$ cat src/rtl/mem_pkg.sv
// ---------------------------------------------------------------------------
// mem_pkg
//   Shared types and helpers for the single-port RAM initiator slice.
//   - state_t      : initiator FSM encoding (ST_INIT sweep, ST_RUN traffic)
//   - RSP_DEPTH    : response buffer depth (one buffered + one in flight)
//   - bw_of()      : byte-enable width for a given data width
// ---------------------------------------------------------------------------
package mem_pkg;

    typedef enum logic {
        ST_INIT = 1'b0,
        ST_RUN  = 1'b1
    } state_t;

    localparam logic [1:0] RSP_DEPTH = 2'd2;

    function automatic int bw_of(input int dw);
        return (dw + 7) / 8;
    endfunction

endpackage

$ cat src/rtl/sp_ram_rsp_fifo.sv
// ---------------------------------------------------------------------------
// sp_ram_rsp_fifo
//   2-entry shift-style FIFO for RAM read data. Entry 0 is always the head,
//   so pop_data is a plain register output and keeps the last value when
//   the FIFO drains.
// Ports:
//   clk, rst_n   clock, asynchronous active-low reset
//   push         write push_data (ignored when full and not popping)
//   push_data    DW-bit data in
//   pop          consume head (ignored when empty)
//   pop_data     head entry
//   full, empty  occupancy flags
// ---------------------------------------------------------------------------
module sp_ram_rsp_fifo
    import mem_pkg::*;
#(
    parameter int DW = 128
) (
    input  logic          clk,
    input  logic          rst_n,
    input  logic          push,
    input  logic [DW-1:0] push_data,
    input  logic          pop,
    output logic [DW-1:0] pop_data,
    output logic          full,
    output logic          empty
);

    logic [1:0][DW-1:0] entry;
    logic [1:0]         count;
    logic               do_pop;
    logic               do_push;

    assign empty    = (count == 2'd0);
    assign full     = (count == RSP_DEPTH);
    assign do_pop   = pop && !empty;
    assign do_push  = push && (!full || do_pop);
    assign pop_data = entry[0];

    always_ff @(posedge clk or negedge rst_n) begin
        if (!rst_n) begin
            entry <= '0;
            count <= 2'd0;
        end else begin
            case ({do_push, do_pop})
                2'b10: begin
                    if (count == 2'd0) entry[0] <= push_data;
                    else               entry[1] <= push_data;
                    count <= count + 2'd1;
                end
                2'b01: begin
                    // Going 1 -> 0 leaves entry 0 untouched so the output holds.
                    if (count == RSP_DEPTH) entry[0] <= entry[1];
                    count <= count - 2'd1;
                end
                2'b11: begin
                    if (count == 2'd1) begin
                        entry[0] <= push_data;
                    end else begin
                        entry[0] <= entry[1];
                        entry[1] <= push_data;
                    end
                end
                default: ;
            endcase
        end
    end

endmodule

$ cat src/rtl/sp_ram_initiator.sv
// ---------------------------------------------------------------------------
// sp_ram_initiator
//   Request-side master for a single-port RAM with 1-cycle read latency.
//   Clears the array to INIT_VALUE after reset, then turns a valid/ready
//   request stream into RAM en/we/addr/din and returns read data on a
//   valid/ready response stream through a 2-entry buffer.
// Ports:
//   clk, reset_n               clock, asynchronous active-low reset
//   req_valid/req_ready        request handshake
//   req_we/req_addr/req_wdata  byte enables (all-zero = read), address, data
//   rsp_valid/rsp_ready        read response handshake
//   rsp_rdata                  read data
//   init_busy                  clear sweep in progress
//   mem_en/we/addr/din         RAM port
//   mem_dout                   RAM read data, valid the cycle after a read
// ---------------------------------------------------------------------------
module sp_ram_initiator
    import mem_pkg::*;
#(
    parameter int                       MEM_DATAWIDTH = 128,
    parameter int                       MEM_ADDRWIDTH = 14,
    parameter bit                       INIT_ON_RESET = 1'b1,
    parameter logic [MEM_DATAWIDTH-1:0] INIT_VALUE    = '0,
    localparam int                      BW            = bw_of(MEM_DATAWIDTH)
) (
    input  logic                     clk,
    input  logic                     reset_n,
    input  logic                     req_valid,
    output logic                     req_ready,
    input  logic [BW-1:0]            req_we,
    input  logic [MEM_ADDRWIDTH-1:0] req_addr,
    input  logic [MEM_DATAWIDTH-1:0] req_wdata,
    output logic                     rsp_valid,
    input  logic                     rsp_ready,
    output logic [MEM_DATAWIDTH-1:0] rsp_rdata,
    output logic                     init_busy,
    output logic                     mem_en,
    output logic [BW-1:0]            mem_we,
    output logic [MEM_ADDRWIDTH-1:0] mem_addr,
    output logic [MEM_DATAWIDTH-1:0] mem_din,
    input  logic [MEM_DATAWIDTH-1:0] mem_dout
);

    localparam state_t RESET_STATE = INIT_ON_RESET ? ST_INIT : ST_RUN;

    state_t                   state;
    state_t                   state_nxt;
    logic [MEM_ADDRWIDTH-1:0] sweep_addr;
    logic                     inflight;
    logic                     fire;
    logic                     rd_fire;
    logic                     pop;
    logic                     full;
    logic                     empty;
    logic [1:0]               cnt;

    assign rsp_valid = !empty;
    assign pop       = rsp_valid && rsp_ready;
    assign init_busy = (state == ST_INIT);
    // Credit = buffered responses + read whose data is still on mem_dout.
    assign cnt       = (full ? 2'd2 : {1'b0, !empty}) + {1'b0, inflight};

    always_ff @(posedge clk or negedge reset_n) begin
        if (!reset_n) begin
            state      <= RESET_STATE;
            sweep_addr <= '0;
            inflight   <= 1'b0;
        end else begin
            state    <= state_nxt;
            inflight <= rd_fire;
            if (state == ST_INIT) sweep_addr <= sweep_addr + 1'b1;
        end
    end

    always_comb begin
        state_nxt = state;
        req_ready = 1'b0;
        fire      = 1'b0;
        rd_fire   = 1'b0;
        mem_en    = 1'b0;
        mem_we    = '0;
        mem_addr  = '0;
        mem_din   = '0;
        // Outputs are forced quiet while reset is held: the FSM already sits
        // in INIT then, and the RAM must not see sweep writes during reset.
        if (reset_n) begin
            case (state)
                ST_INIT: begin
                    mem_en   = 1'b1;
                    mem_we   = '1;
                    mem_addr = sweep_addr;
                    mem_din  = INIT_VALUE;
                    if (sweep_addr == '1) state_nxt = ST_RUN;
                end
                ST_RUN: begin
                    // A pop this cycle frees a slot in time for a new read.
                    req_ready = (cnt < RSP_DEPTH) || pop;
                    fire      = req_valid && req_ready;
                    rd_fire   = fire && (req_we == '0);
                    mem_en    = fire;
                    mem_we    = fire ? req_we : '0;
                    mem_addr  = req_addr;
                    mem_din   = req_wdata;
                end
                default: state_nxt = RESET_STATE;
            endcase
        end
    end

    sp_ram_rsp_fifo #(
        .DW (MEM_DATAWIDTH)
    ) u_rsp_fifo (
        .clk       (clk),
        .rst_n     (reset_n),
        .push      (inflight),
        .push_data (mem_dout),
        .pop       (pop),
        .pop_data  (rsp_rdata),
        .full      (full),
        .empty     (empty)
    );

endmodule

$ cat config.mk
export PLATFORM = sky130hd
export DESIGN_NAME = sp_ram_initiator
export DESIGN_NICKNAME = d
export VERILOG_FILES = /design/src/rtl/mem_pkg.sv /design/src/rtl/sp_ram_rsp_fifo.sv /design/src/rtl/sp_ram_initiator.sv
export SDC_FILE = /design/constraint.sdc
export NUM_CORES = 1
export LEC_CHECK = 0
export CAP_MARGIN = 20
export CORE_AREA = 5 5 220 222
export DETAILED_ROUTE_END_ITERATION = 6
export DIE_AREA = 0 0 225 227
export GPL_ROUTABILITY_DRIVEN = 1
export PLACE_DENSITY = 0.61
export SKIP_LAST_GASP = 1
export SLEW_MARGIN = 0
export SYNTH_ARGS = -nofsm -noshare
export SYNTH_HDL_FRONTEND = slang
export SYNTH_SLANG_ARGS = --single-unit
$ cat constraint.sdc
create_clock -name clk -period 2.65 [get_ports clk]
set_input_delay 0.53 -clock clk [delete_from_list [all_inputs] [get_ports clk]]
set_output_delay 0.53 -clock clk [all_outputs]
set_load 0.01 [all_outputs]
==> summary.md, run 1 <==
| Metric | Value |
|---|---|
| Outcome | `complete, but fails checks` |
| Most common cell after layout, fill and taps aside | `clkdlybuf4s50_1` |
| CTS root buffer | `clkbuf_16` |
| IO Pins | `580` |
| Die Area | `51,100 um^2` |
| Post-DRT Antenna Nets | `0` |
| Row count | `79` |
| Total track usage | `between 20% and 30%` |
| Max Root-Sink Buffers | `3` |
| Failing checks | `setup timing` |
| Max-slew violations | `0` |
| CP arrival | `2170 ps` |
| Clock Sinks | `~270` |
| Peak supply drop | `0.577 mV` |
| CTS H-tree lvls | `1` |
| Share of layout cells above drive strength 1 | `between 15 and 20%` |
| RePlAce Congestion | `0.960` |
| DRT Wirelength | `58,400 um` |
| CP required | `2120 ps` |
| Area growth syn-to-layout | `53.5%` |
| Post-DP HPWL | `~46,000 um` |
| Hold WC Path Type | `input pin to async pin` |
| Clock Skew | `14.4 ps` |
| Post-Syn Area | `13,800 um^2` |
| CP dominant cell by count | `nand2_4` |
| PD cells | `806 nW/um^2` |
| Yosys Warn Count | `0` |
| Worst relative slew slack | `a little under two fifths` |
| CTS tree | `built` |
| Fin util | `45.8%` |
| Post-Synthesis Cells | `1,273` |
| Hold_buf cts | `0` |
| Remaining global-route overflow | `0` |
| Number of port buffers | `579` |
| Slowest-stage cell, CP | `dfrtp_1` |
| Reg clk slew, reported paths | `60 ps` |
| Final #Nets | `a little over 2,000` |
| Syn_area_per_cell | `10.8 um^2` |
| Drt first-iter violations | `730` |
| DR DRC count | `0` |
| Most frequent cells in the layout | `clkdlybuf4s50_1 (477), dfrtp_1 (273), mux2i_1 (143), nor2_1 (134), a21oi_1 (132)` |
| Fmax | `370 MHz` |
| CP max FO | `5` |
| Placed Instances | `2,290` |
| Vias per cell | `between 4 and 5` |
| CP max stage delay | `~420 ps` |
| WS Path Type | `flip-flop to output port` |
| Flop2flop setup slack | `between 500 and 600 ps` |
| Critical Path End Type | `output port` |
| Sequential cell area fraction in the yosys report | `49.8%` |
| Period minus WS final | `about 2700 ps` |
| Post-layout instance count excluding filler cells | `2,373` |
| DP Area | `a little under 20,000 um^2` |
| First-pass DRT Iterations | `5` |
| Post-route cell area | `21,100 um^2` |
| Final Hold Fails | `0` |
| Unrepaired setup endpoints after global routing | `yes` |
| Core Footprint | `46,200 um^2` |
| FF+latch area | `6860 um^2` |
| # setup viols final | `2` |
| Die Span Y | `227 um` |
| Max Cap Violations | `0` |
| Crit-path cells | `inv_2 -> ha_4 -> nand2b_4 -> nand2_4 -> nand2_4 -> buf_12 -> buf_8 -> o21ai_1 -> dlygate4sd2_1` |
| Worst Setup Slack, final | `-54.1 ps` |
| DR WL/cell | `24.6 um` |
| Starting Density | `roughly 30%` |
| Final cycle utilization of the critical path | `102%` |
| Pin count of the biggest net entering global routing | `99` |
| Multi-input gate area | `5630 um^2` |
| Initial antenna violation count | `18` |
| Final hold slack | `142 ps` |
| Cts bufs inserted | `31` |
| Die X | `225 um` |
| First-pass GRT wire length | `82,000 um` |
| Vias in the first global route | `11,800` |
| Library cells used by synthesis | `32` |
| Startpoint types | `flip-flop` |
| Via count | `11,200` |
| Total power | `17.0 mW` |
| Count of state elements after synthesis | `274` |
| Worst-margin pin slew | `936 ps` |
| Leak | `11.0 nW` |
| Fill cell count | `4,336` |
| Syn Nets | `approximately 1,600` |
| Worst-Skew Late Latency | `550 ps` |
## flip-flops by register name, summed over array words and instances, names as in the netlist
name / count
inflight: 1
state: 1
sweep_addr: 14
u_rsp_fifo.count: 2
u_rsp_fifo.entry: 128
u_rsp_fifo.pop_data: 128
## what timing repair did
item	4_1_cts	5_1_grt
setup endpoints to repair	147	140
pin swaps	3	4
setup buffers	8	11
gates cloned	1	2
gates resized for setup	74	94
## logic make-up after synthesis
| family | Yosys count | share of synthesized area (%) |
|---|---|---|
| AOI/OAI and AO/OA | 153 | 5.63 |
| xor gates and xnor gates | 14 | 0.890 |
| adders and majority gates | 4 | 0.363 |
| buffers and inverters | 226 | 10.3 |
| DFF | 274 | 49.8 |
| muxes | 273 | 21.0 |
| and+or+nand+nor | 329 | 12.0 |
## cells in the mapped netlist
cell | instances | area [um^2]
nand4_2 | 1 | 12.5
nand4_1 | 1 | 6.26
a21boi_0 | 1 | 7.51
xnor2_1 | 7 | 61.3
inv_1 | 5 | 18.8
or2_1 | 1 | 6.26
nor2b_1 | 18 | 113
o21ai_0 | 10 | 50.1
mux2i_1 | 143 | 1430
nor3_1 | 3 | 15.0
o22ai_1 | 1 | 6.26
a21oi_2 | 1 | 8.76
mux2_2 | 130 | 1460
nand2_1 | 28 | 105
clkbuf_1 | 41 | 154
buf_1 | 5 | 18.8
dfrtp_1 | 274 | 6860
or4_1 | 1 | 7.51
a21oi_1 | 132 | 661
ha_1 | 4 | 50.1
nand3_1 | 7 | 35.0
buf_2 | 32 | 160
xor2_1 | 7 | 61.3
nor2_1 | 134 | 503
nor4_1 | 4 | 25.0
and3_1 | 128 | 801
buf_4 | 143 | 1070
nor2_2 | 1 | 6.26
o21ai_1 | 7 | 35.0
a211oi_1 | 1 | 7.51
or4_4 | 1 | 11.3
nand2b_1 | 1 | 6.26
## power by group
part | total [mW] | switching, mW | leakage, nW | internal [mW]
combinational | 7.07 | 3.33 | 7.06 | 3.74
sequential | 5.83 | 0.589 | 3.49 | 5.24
clock | 4.15 | 1.68 | 0.498 | 2.46
total | 17.0 | 5.61 | 11.0 | 11.4
## critical path, delay by kind of cell (launching register included)
kind / cells / cell delay (ps)
buffers and inverters: 4 / 640
DFF: 1 / 420
and+or+nand+nor: 3 / 270
adders and majority gates: 1 / 160
AOI/OAI and AO/OA: 1 / 120
## final timing paths
check                                       from                     end  cells past startpoint
max reg2reg                  u_rsp_fifo.count[0]  u_rsp_fifo.pop_data[1]                      9
max                          u_rsp_fifo.count[0]              mem_we[10]                      9
min                                      reset_n                inflight                      2
min in group clk           u_rsp_fifo.entry[205]   u_rsp_fifo.entry[205]                      1
min reg2reg                u_rsp_fifo.entry[205]   u_rsp_fifo.entry[205]                      1
max in group asynchronous                reset_n   u_rsp_fifo.entry[179]                      3
## layer usage
metal | vias up | share of wire, % | global-route usage (%) | wire length, um
li1 | 5206 | - | - | -
met1 | 5528 | 38 | 24.8 | 22200
met2 | 356 | 52 | 39.4 | 30200
met3 | 77 | 8.4 | 7.57 | 4880
met4 | 10 | 1.8 | 4.60 | 1060
met5 | - | 0.12 | 0 | 69
## layout make-up
type	count	area share [%]
flip-flops and latches	274	32.4
repair buffers	651	32.4
multi-input cells	773	26.6
clock buffers	45	4.30
well taps	607	3.59
clock inverters	10	0.402
diodes	8	0.0947
inverters	5	0.0888
## stage by stage
stage | TNS, ps | setup slack (ps)
2_1_floorplan | 0 | 526
3_3_place_gp | -2170 | -277
3_5_place_dp | -1540 | -203
4_1_cts | -5500 | -126
5_1_grt | -1210 | -140
6_report | -60.1 | -54.1
No activity file was read; power rests on OpenSTA's default activity.
==> run 2, diff against run 1 <==
Settings changed: MAX_ROUTING_LAYER from default to met4.
==> run 2 against run 1 <==
The flow still finishes with violations (setup timing). Total power rose by 1.1%. Sequential share of layout area increased by 0.058 points. Via count shrank 0.15%. Design area decreased by 0.18%. Final cell count decreased by 0.25%. First-iteration DRC count is 0.14% lower. Maximum frequency up 1.0%. Critical path depth is 5 lower.
==> summary.md, run 2 (synthesis gave the netlist of run 1 again) <==
| Metric | Value |
|---|---|
| Outcome | `complete, but fails checks (unchanged)` |
| Failing checks | `setup timing (unchanged)` |
| Clock Skew | `10.0 ps (was 14.4 ps)` |
| CP required | `2120 ps (about the same)` |
| Slowest-stage cell, CP | `clkdlybuf4s50_1 (was dfrtp_1)` |
| Starting Density | `29.8% (unchanged)` |
| Die Area | `51,100 um^2 (unchanged)` |
| Fmax | `374 MHz (was 370 MHz)` |
| CP max stage delay | `590 ps (was 420 ps)` |
| Initial antenna violation count | `14 (was 18)` |
| Pin count of the biggest net entering global routing | `99 (unchanged)` |
| Number of port buffers | `579 (unchanged)` |
| Via count | `11,200 (about the same)` |
| Most common cell after layout, fill and taps aside | `clkdlybuf4s50_1 (unchanged)` |
| Max Cap Violations | `0 (unchanged)` |
| # setup viols final | `10 (was 2)` |
| Worst-Skew Late Latency | `560 ps (was 550 ps)` |
| CTS tree | `built (unchanged)` |
| Peak supply drop | `0.540 mV (was 0.577 mV)` |
| Area growth syn-to-layout | `53.2% (was 53.5%)` |
| Drt first-iter violations | `729 (was 730)` |
| R2r startpoint | `u_rsp_fifo.count[0] (unchanged)` |
| CP max FO | `15 (was 5)` |
| Die X | `225 um (unchanged)` |
| DR DRC count | `0 (unchanged)` |
| Core Footprint | `46,200 um^2 (unchanged)` |
| Max Root-Sink Buffers | `3 (unchanged)` |
| Worst-margin pin slew | `886 ps (was 936 ps)` |
| DR WL/cell | `24.9 um (was 24.6 um)` |
| Hold WC Path Type | `input pin to async pin (unchanged)` |
| Post-DRT Antenna Nets | `0 (unchanged)` |
| Reg clk slew, reported paths | `60 ps (about the same)` |
| First-pass GRT wire length | `83,200 um (was 82,000 um)` |
| R2r worst-path depth | `6 (was 9)` |
| Final #Nets | `2,021 (was 2,030)` |
| CTS H-tree lvls | `1 (unchanged)` |
| Share of layout cells above drive strength 1 | `16.7% (was 16.8%)` |
| Startpoint types | `flip-flop (unchanged)` |
| Post-DP HPWL | `45,800 um (was 46,100 um)` |
| Total track usage | `22.7% (was 21.7%)` |
| Worst Setup Slack, final | `-26.7 ps (was -54.1 ps)` |
| First-pass DRT Iterations | `5 (unchanged)` |
| Cts bufs inserted | `31 (unchanged)` |
| CP arrival | `2150 ps (was 2170 ps)` |
| Setup_tns | `-103 ps (was -60.1 ps)` |
| Vias in the first global route | `11,800 (about the same)` |
| Critical Path End Type | `output port (unchanged)` |
| Final Hold Fails | `0 (unchanged)` |
| DRT Wirelength | `58,900 um (was 58,400 um)` |
| Flop2flop setup slack | `530 ps (was 510 ps)` |
| Leak | `10.9 nW (was 11.0 nW)` |
| Die Span Y | `227 um (unchanged)` |
| Remaining global-route overflow | `0 (unchanged)` |
| Most frequent cells in the layout | `clkdlybuf4s50_1 (475), dfrtp_1 (273), mux2i_1 (143), nor2_1 (134), a21oi_1 (132) (was clkdlybuf4s50_1 (477), dfrtp_1 (273), mux2i_1 (143), nor2_1 (134), a21oi_1 (132))` |
| PD cells | `816 nW/um^2 (was 806 nW/um^2)` |
| Pre-CTS WS | `-183 ps (was -203 ps)` |
| Reg-to-Reg End | `u_rsp_fifo.entry[238] (was u_rsp_fifo.pop_data[1])` |
| Clock Sinks | `274 (unchanged)` |
| RePlAce Congestion | `0.979 (was 0.960)` |
| CTS root buffer | `clkbuf_16 (unchanged)` |
| Vias per cell | `4.71 (about the same)` |
| Row count | `79 (unchanged)` |
| Worst relative slew slack | `40.9% (was 37.6%)` |
| Period minus WS final | `2680 ps (was 2700 ps)` |
| IO Pins | `580 (unchanged)` |
| WS Path Type | `flip-flop to output port (unchanged)` |
| Unrepaired setup endpoints after global routing | `yes (unchanged)` |
| DP Area | `19,600 um^2 (about the same)` |
| Max-slew violations | `0 (unchanged)` |
| Final cycle utilization of the critical path | `101% (was 102%)` |
| Post-route cell area | `21,100 um^2 (about the same)` |
| Crit-path cells | `buf_4 -> clkbuf_16 -> and3_1 -> clkdlybuf4s50_1 (was inv_2 -> ha_4 -> nand2b_4 -> nand2_4 -> nand2_4 -> buf_12 -> buf_8 -> o21ai_1 -> dlygate4sd2_1)` |
[run 2: worst max-delay path by stage]
stage	depth (start not counted)	slack, ps	start	end
4_1_cts	4	-120	state	mem_addr[6]
2_1_floorplan	7	530	u_rsp_fifo.count[0]	mem_we[13]
3_3_place_gp	8	-270	rsp_ready	mem_we[10]
6_report	4	-30	state	mem_din[114]
3_5_place_dp	8	-180	rsp_ready	mem_we[10]
5_1_grt	4	-100	state	mem_din[114]
[run 2: repair_timing]
action | 4_1_cts | 5_1_grt
buffers inserted | 8 | 3
hold buffers | 1 | 0
hold endpoints to repair | 8 | 0
pin swaps | 5 | 8
setup endpoints to repair | 134 | 121
gates resized for setup | 89 | 88
gates cloned | 1 | 3
[run 2: worst max-delay path: cells and delay by family, from the launching register on]
| family | cells | cell delay [ps] |
|---|---|---|
| buf+inv | 3 | 920 |
| flops | 1 | 500 |
| simple gates | 1 | 170 |
[run 2: area by class of cell]
cell class                      instances  area, um^2
Multi-Input combinational cell        773        5630
Sequential cell                       274        6860
Inverter                                5        18.8
Clock inverter                         11         119
Fill cell                            4342       25100
Timing Repair Buffer                  642        6750
Antenna cell                            9        22.5
Tap cell                              607         759
Clock buffer                           46         952
[run 2: per-stage QoR]
step | total power [mW] | util (%) | hold slack (ps) | std cells
floorplan | 10.2 | - | 234 | 1273
global placement | 12.8 | 42.5 | 440 | 2286
detailed placement | 12.9 | 42.5 | 440 | 2286
CTS | 17.5 | 45.0 | 77.9 | 2352
global route | 18.2 | 45.7 | 95.5 | 2363
finish | 17.2 | 45.7 | 92.7 | 2367
[run 2: per-layer routing]
| layer | track usage [%] | up-vias | wire length, um |
|---|---|---|---|
| met3 | 7.07 | 67 | 4820 |
| met1 | 26.0 | 5514 | 22500 |
| met5 | - | - | 0 |
| met4 | 3.99 | 0 | 1030 |
| met2 | 39.7 | 389 | 30500 |
| li1 | - | 5190 | - |
[run 2: power by group]
group | switching (mW) | internal, mW | total (mW)
Clock | 1.74 | 2.67 | 4.41
Combinational | 3.33 | 3.66 | 6.98
Sequential | 0.589 | 5.24 | 5.83
Total | 5.66 | 11.6 | 17.2
